<file path="src/rtl/uart_pkg.sv">
// Shared types and constants for the UART transmit controller.
package uart_pkg;

  typedef enum logic [2:0] {
    IDLE,
    LOAD,
    START,
    DATA,
    STOP
  } tx_state_t;

  localparam logic [1:0] MUX_IDLE = 2'd0;
  localparam logic [1:0] MUX_DATA = 2'd1;
  localparam logic [1:0] MUX_STOP = 2'd2;

  localparam int         DATA_BITS    = 8;
  localparam logic [2:0] LAST_BIT_IDX = 3'(DATA_BITS - 1);

endpackage

</file>
<file path="src/rtl/uart_tx_controller_bit_timer.sv">
// Bit-period timer: counts 0..CLKS_PER_BIT-1 and flags the last cycle of each period.
module uart_tx_controller_bit_timer #(
  parameter int CLKS_PER_BIT = 10417
) (
  input  logic clk_i,
  input  logic rst_i,
  input  logic clear_i,
  output logic period_end_o
);

  localparam int                CNT_W = $clog2(CLKS_PER_BIT);
  localparam logic [CNT_W-1:0]  LAST  = CNT_W'(CLKS_PER_BIT - 1);

  logic [CNT_W-1:0] baud_cnt_q, baud_cnt_d;

  // Next count: held at zero while cleared, wraps at the end of each bit period.
  always_comb begin
    baud_cnt_d = baud_cnt_q + 1'b1;
    if (clear_i || (baud_cnt_q == LAST)) begin
      baud_cnt_d = '0;
    end
  end

  // Counter register with synchronous reset.
  always_ff @(posedge clk_i) begin
    if (rst_i) begin
      baud_cnt_q <= '0;
    end else begin
      baud_cnt_q <= baud_cnt_d;
    end
  end

  assign period_end_o = (baud_cnt_q == LAST);

endmodule

</file>
<file path="src/rtl/uart_tx_controller.sv">
// UART transmit sequencer: accepts a byte per handshake and drives the
// load/enable/mux controls of the PISO datapath for one framed character.
//
// state | meaning
// IDLE  | line idle, ready for a byte
// LOAD  | one cycle: parallel-load shift register (start bit at its LSB)
// START | start bit on the line
// DATA  | data bits LSB-first, bit_idx selects the current one
// STOP  | stop bit(s), stop_cnt counts them
module uart_tx_controller
  import uart_pkg::*;
#(
  parameter int CLKS_PER_BIT = 10417,
  parameter int STOP_BITS    = 1
) (
  input  logic       clk_i,
  input  logic       rst_i,
  input  logic       tx_valid_i,
  input  logic [7:0] tx_data_i,
  output logic       tx_ready_o,
  output logic [7:0] data_out_o,
  output logic       load_o,
  output logic       en_reg_o,
  output logic [1:0] en_mux_o,
  output logic       idle_o,
  output logic       stop_o,
  output logic       busy_o,
  output logic       tx_done_o
);

  localparam logic LAST_STOP = 1'(STOP_BITS - 1);

  tx_state_t  state_q, state_d;
  logic [2:0] bit_idx_q, bit_idx_d;
  logic       stop_cnt_q, stop_cnt_d;
  logic [7:0] data_q, data_d;
  logic       period_end;
  logic       timer_clear;

  uart_tx_controller_bit_timer #(
    .CLKS_PER_BIT(CLKS_PER_BIT)
  ) u_bit_timer (
    .clk_i       (clk_i),
    .rst_i       (rst_i),
    .clear_i     (timer_clear),
    .period_end_o(period_end)
  );

  // Next-state and control outputs; reset forces the idle output values immediately.
  always_comb begin
    state_d     = state_q;
    bit_idx_d   = bit_idx_q;
    stop_cnt_d  = stop_cnt_q;
    data_d      = data_q;
    load_o      = 1'b0;
    en_reg_o    = 1'b0;
    en_mux_o    = MUX_IDLE;
    tx_ready_o  = 1'b0;
    busy_o      = 1'b1;
    tx_done_o   = 1'b0;
    timer_clear = 1'b0;

    case (state_q)
      IDLE: begin
        tx_ready_o  = 1'b1;
        busy_o      = 1'b0;
        timer_clear = 1'b1;
        if (tx_valid_i) begin
          data_d  = tx_data_i;
          state_d = LOAD;
        end
      end
      LOAD: begin
        load_o      = 1'b1;
        en_reg_o    = 1'b1;
        timer_clear = 1'b1;
        state_d     = START;
      end
      START: begin
        en_mux_o = MUX_DATA;
        if (period_end) begin
          en_reg_o  = 1'b1;
          bit_idx_d = '0;
          state_d   = DATA;
        end
      end
      DATA: begin
        en_mux_o = MUX_DATA;
        if (period_end) begin
          if (bit_idx_q != LAST_BIT_IDX) begin
            en_reg_o  = 1'b1;
            bit_idx_d = bit_idx_q + 1'b1;
          end else begin
            stop_cnt_d = 1'b0;
            state_d    = STOP;
          end
        end
      end
      STOP: begin
        en_mux_o = MUX_STOP;
        if (period_end) begin
          if (stop_cnt_q != LAST_STOP) begin
            stop_cnt_d = stop_cnt_q + 1'b1;
          end else begin
            tx_done_o = 1'b1;
            state_d   = IDLE;
          end
        end
      end
      default: state_d = IDLE;
    endcase

    if (rst_i) begin
      load_o     = 1'b0;
      en_reg_o   = 1'b0;
      en_mux_o   = MUX_IDLE;
      tx_ready_o = 1'b1;
      busy_o     = 1'b0;
      tx_done_o  = 1'b0;
    end
  end

  // State, counters and latched byte with synchronous reset.
  always_ff @(posedge clk_i) begin
    if (rst_i) begin
      state_q    <= IDLE;
      bit_idx_q  <= '0;
      stop_cnt_q <= 1'b0;
      data_q     <= '0;
    end else begin
      state_q    <= state_d;
      bit_idx_q  <= bit_idx_d;
      stop_cnt_q <= stop_cnt_d;
      data_q     <= data_d;
    end
  end

  assign data_out_o = data_q;
  assign idle_o     = 1'b1;
  assign stop_o     = 1'b1;

endmodule

</file>
<file path="config.mk">
export PLATFORM = sky130hd
export DESIGN_NAME = uart_tx_controller
export DESIGN_NICKNAME = d
export VERILOG_FILES = /design/src/rtl/uart_pkg.sv /design/src/rtl/uart_tx_controller_bit_timer.sv /design/src/rtl/uart_tx_controller.sv
export SDC_FILE = /design/constraint.sdc
export NUM_CORES = 1
export LEC_CHECK = 0
export ABC_AREA = 1
export CAP_MARGIN = 30
export CORE_MARGIN = 2
export CORE_UTILIZATION = 25
export DETAILED_ROUTE_END_ITERATION = 6
export GPL_ROUTABILITY_DRIVEN = 1
export PLACE_DENSITY = 0.52
export SLEW_MARGIN = 20
export SYNTH_ARGS = -nofsm -noshare
export SYNTH_HDL_FRONTEND = slang
export SYNTH_SLANG_ARGS = --single-unit
</file>
<file path="constraint.sdc">
create_clock -name clk_i -period 3.45 [get_ports clk_i]
set_input_delay 0.5175 -clock clk_i [delete_from_list [all_inputs] [get_ports clk_i]]
set_output_delay 0.5175 -clock clk_i [all_outputs]
set_load 0.01 [all_outputs]
</file>
=== Word-level counts from Yosys, hierarchy flattened ===
Index checks and enable logic that the tools add are counted.

* Flip-flop bits (word level): 29
* Input port bits: 11
* Output and inout bits: 17
* Logic and storage cells: 66

* Add/sub/neg operators: 3
* Equal/unequal tests: 13
* Multiplexer cells: 34
* Reduce and logical (&&, ||, !) cells: 11

{| class="wikitable"
|+ Operator list
! operator !! count
|-
| 3-bit two-way mux || 9
|-
| 1-bit two-way mux || 19
|-
| 3-bit case mux with 5 select lines || 1
|-
| 14-bit by 1-bit adder with 14-bit output, second input constant || 1
|-
| 14-bit == test, second input constant || 1
|-
| 2-bit != test, second input constant || 7
|-
| 4-bit AND reduction || 2
|-
| 3-bit by 2-bit == test with 1-bit output, second input constant || 2
|-
| 3-bit case mux with 2 select lines || 1
|-
| 6-bit AND reduction || 1
|-
| 2-bit OR reduction || 3
|-
| 2-bit case mux with 2 select lines || 1
|-
| 2-bit nonzero test || 2
|-
| 3-bit by 1-bit adder with 3-bit output, second input constant || 1
|-
| 3-bit by 1-bit == test with 1-bit output, second input constant || 1
|-
| 3-bit == test, second input constant || 1
|-
| 3-bit logical NOT || 1
|-
| 3-bit != test, second input constant || 1
|-
| 1-bit case mux with 3 select lines || 1
|-
| 2-bit two-way mux || 1
|-
| 1-bit case mux with 2 select lines || 1
|-
| 2-bit AND reduction || 1
|-
| 1-bit adder, second input constant || 1
|-
| 1-bit logical OR || 1
|}

=== Longest topological paths before layout ===
* Depth in word-level cells: 5
* Depth in mapped cells: 10
* Gate-level depth less buffers: 10

=== Modules after synthesis ===
Synthesis repeated with hierarchy kept, for this count alone.

* Cells, all modules: 209
* Area total of the unflattened synthesis: 1460.2 sq um

{| class="wikitable"
|+ By module, submodules not included
! module !! times used !! cells an instance !! area each (sq um)
|-
| uart_tx_controller_bit_timer || 1 || 106 || 735.7
|-
| uart_tx_controller || 1 || 103 || 724.4
|}

=== Worst setup path after synthesis ===
OpenSTA, ideal clock, no wires.

* Path kind: reg-to-output
* Start: reg bit_idx_q[0]
* End: out en_reg_o
* Data arrival time: 1138 ps
* Setup slack: 1794 ps
* Stages on the path, launching flop included: 8
* Buffers on the path: 0
* Cell sequence: dfxtp_1 > ha_1 > ha_1 > inv_1 > nand2_2 > nand2_2 > nand3_2 > o22ai_1

* Longest elaborated chain between the ends: 5

{| class="wikitable"
|+ Ends and longest elaborated chain
! item !! line !! source
|-
| start: declaration || uart_tx_controller.sv:34 || <nowiki>logic [2:0] bit_idx_q, bit_idx_d;</nowiki>
|-
| start signal: assignment || uart_tx_controller.sv:132 || <nowiki>bit_idx_q <= bit_idx_d;</nowiki>
|-
| 3-bit != test || uart_tx_controller.sv:90 || <nowiki>if (bit_idx_q != LAST_BIT_IDX) begin</nowiki>
|-
| 1-bit two-way mux || uart_tx_controller.sv:90 ||
|-
| 1-bit two-way mux || uart_tx_controller.sv:89 || <nowiki>if (period_end) begin</nowiki>
|-
| 1-bit case mux with 3 select lines || uart_tx_controller.sv:63 || <nowiki>case (state_q)</nowiki>
|-
| 1-bit two-way mux || uart_tx_controller.sv:113 || <nowiki>if (rst_i) begin</nowiki>
|-
| end: declaration || uart_tx_controller.sv:23 || <nowiki>output logic en_reg_o,</nowiki>
|}

No other way between the ends.

=== Worst setup path in the final report ===
* Start: in rst_i
* End: out en_reg_o

* Longest elaborated chain between the ends: 1

{| class="wikitable"
|+ Ends and longest elaborated chain
! item !! line !! source
|-
| start: declaration || uart_tx_controller.sv:17 || <nowiki>input logic rst_i,</nowiki>
|-
| 1-bit two-way mux || uart_tx_controller.sv:113 ||
|}

No other way between the ends.

==> impl_metrics.yaml <==
route:
  ant_nets: 0
  first_pass_iters: 4
  drc_errors: 0
  dr.first_iter.drc_count: 21
  routedWlPerCell_um: 9.50
  viasPerCell: 4.03
  drt_wl_total_um: 2870
  vias: 1216
synth:
  yosysWarnings: 0
  ys_seq_area_share_pct: 38.9
  synth.avg_cell_area_um2: 7.11
  ys_ff_latch: 28
  syn_inst: 203
  synth_area_leader_cell: "dfxtp_1"
  synthTopCellsByArea: "dfxtp_1 39%, nand2_1 9.6%, inv_1 7.8%"
  yosys.area.top_type_share_pct: 38.9
  syn_area_mm2: 0.00144
  synth.distinct_cells: 27
setup_path:
  cp_slowest_cell: "clkdlybuf4s50_1"
  r2r-start: "state_q[2]$_SDFFE_PP0P_"
  cp-startpoint: "rst_i"
  cp_data_required_time_ps: 2930
  critPathTopFamily: "buffers and inverters"
  startpoint_type: "input pin"
  arrival_ps: 2110
  cp_num_buf_inv: 4
  worstPathCellList: "clkdlybuf4s50_1 -> inv_1 -> buf_4 -> o21ai_0 -> o22ai_1 -> clkdlybuf4s50_1"
  endpoint_kind: "output port"
  cp_max_fo: 16
  critical-path-max-stage-delay_ps: 550
  cp_common_cell: "clkdlybuf4s50_1"
  crit_type: "input pin to output port"
cells_and_area:
  layout.nets: 246
  final_common_cell: "nand2_1"
  area_growth_pct: 27.4
  mostFrequentLayoutCells: "37 x nand2_1, 30 x inv_1, 28 x nor2_1, 28 x dfxtp_1, 25 x clkdlybuf4s50_1"
  insertedDiodeCount: 0
  layout-drive-gt1-share_pct: 13.5
sta:
  holdWs_ps: 452
  final-setup-viol-count: 0
  setup_tns_ps: 0
  rsz0062_at_grt: "false"
  fin_crit_ps: 2630
  tightest_slew_ps: 499
  drv_slew: 0
  max_freq_mhz: 380
  slew_headroom_pct: 66.6
  fin_crit_sh_pct: 76.2
  fin_skew_ps: 5.93
  hold_violations: 0
global_routing:
  overflow: 0
  grt_pass1_vias: 1122
  antenna_found_initial: 0
  grt_usage_pct: 9.72
  grt_max_degree: 17
  grt_pass1_wl_um: 4880
power:
  clockPowerShare_pct: 25.1
  ir_worst_vdd_mv: 0.235
  p_leak_uw: 0.000724
  power_density_mw_per_mm2: 567
  p_comb_share_pct: 35.4
  p_int_uw: 694
  p_sw_uw: 347
  switching_share_pct: 33.4
  p_seq_share_pct: 39.5
run_status:
  status: "completed"
worst_hold_path:
  hold_path.class: "flop to flop"
  worstHoldStart: "data_out_o[1]$_SDFFE_PP0P_"
cts:
  clock_path_buffers: 2
  clkSlewWorstSetupHoldPaths_ps: 100
  cts_root_buf: "clkbuf_8"
  cts_tree: "built"
  clk_latency_ps: 280
  cts_setup_buffers: 0
  postCtsHoldBufs: 0
  clock-sinks: 28
  htree_levels: 1
  cts_resized: 0
  cts_buffers: 3
placement:
  hpwl_um: 2250
  io_buffers: 25
  routabilityCongestion: 0.792
floorplanning:
  row_count: 27
  die_h_um: 80.0
  die_w_um: 80.0
  initial_core_util_pct: 26.0
  fp.coreArea_mm2: 0.00554
  io_pins: 28
  die-area_mm2: 0.00639
flow_run:
  cap_violations: 0
metal layers:
layer  vias to the layer above  share of wire [%]  global-route usage [%]
met4                         0                1.0                    3.05
met2                        12                 50                    16.6
met1                       525                 46                    11.6
met3                         4                3.0                    2.94
met5                         -                  0                       0
li1                        675                  -                       -
cell usage after synthesis:
cell type and number:
clkinv_2 2, nor2_4 2, inv_1 30, nor3_1 7
nand3_2 1, nand4_1 1, xnor2_1 2, nand3_1 9
nor2_2 4, buf_4 3, nor3b_2 2, nor2_1 28
inv_2 3, nand3_4 1, a21oi_1 12, xor2_1 2
o21ai_2 2, buf_2 1, nand3b_1 1, conb_1 1
ha_1 4, o22ai_1 1, dfxtp_1 28, nand2_2 8
o21ai_0 10, nor3_2 1, nand2_1 37
cell type report:
type / count / area (µm²)
Clock buffer: 3 / 41.3
Sequential cell: 28 / 561
Multi-Input combinational cell: 137 / 724
Timing Repair Buffer: 26 / 258
Fill cell: 618 / 3700
Inverter: 35 / 134
Tap cell: 72 / 90.1
Clock inverter: 1 / 30.0
state kept, by name (all words and copies together), names as in the netlist:
signal                  cells
u_bit_timer.baud_cnt_q     14
data_out_o                  8
bit_idx_q                   3
state_q                     3
logic make-up (layout without fill, tap and decap cells):
kind of cell | count (synthesis) | count (layout) | synth area share, %
compound gates | 25 | 25 | 9.28
xor+xnor | 4 | 4 | 2.43
fa+ha+maj | 4 | 4 | 3.47
buf+inv | 39 | 65 | 11.2
flops | 28 | 28 | 38.9
other cells | 1 | 2 | 0.260
simple gates | 102 | 102 | 34.5
worst paths after layout:
path / end / slack [ps] / cells after the start
max: en_reg_o / 820 / 6
max reg2reg: data_out_o[5]$_SDFFE_PP0P_ / 2020 / 4
min: data_out_o[1]$_SDFFE_PP0P_ / 450 / 2
min reg2reg: data_out_o[1]$_SDFFE_PP0P_ / 450 / 2
power groups by stage:
stage | combinational [µW] | sequential (µW) | clock [µW]
2_1_floorplan | 219 | 429 | 0
3_5_place_dp | 376 | 421 | 0
4_1_cts | 376 | 414 | 273
6_report | 368 | 412 | 261
3_3_place_gp | 375 | 421 | 0
5_1_grt | 418 | 420 | 287
tightest hold or removal path, stage by stage (launching register included):
cell     delay, ps
dfxtp_1        320
inv_1           50
a21oi_1         50
stage by stage:
step / cells / area, µm² / setup slack [ps] / power, µW / utilization, %
final: 302 / 1840 / 821 / 1040 / 33.2
after global placement: 298 / 1770 / 816 / 795 / 31.9
after floorplan: 204 / 1450 / 1790 / 648 / -
after global routing: 302 / 1840 / 720 / 1130 / 33.2
after detailed placement: 298 / 1770 / 801 / 796 / 31.9
after CTS: 302 / 1840 / 798 / 1060 / 33.2
No activity file was read; power rests on OpenSTA's default activity.
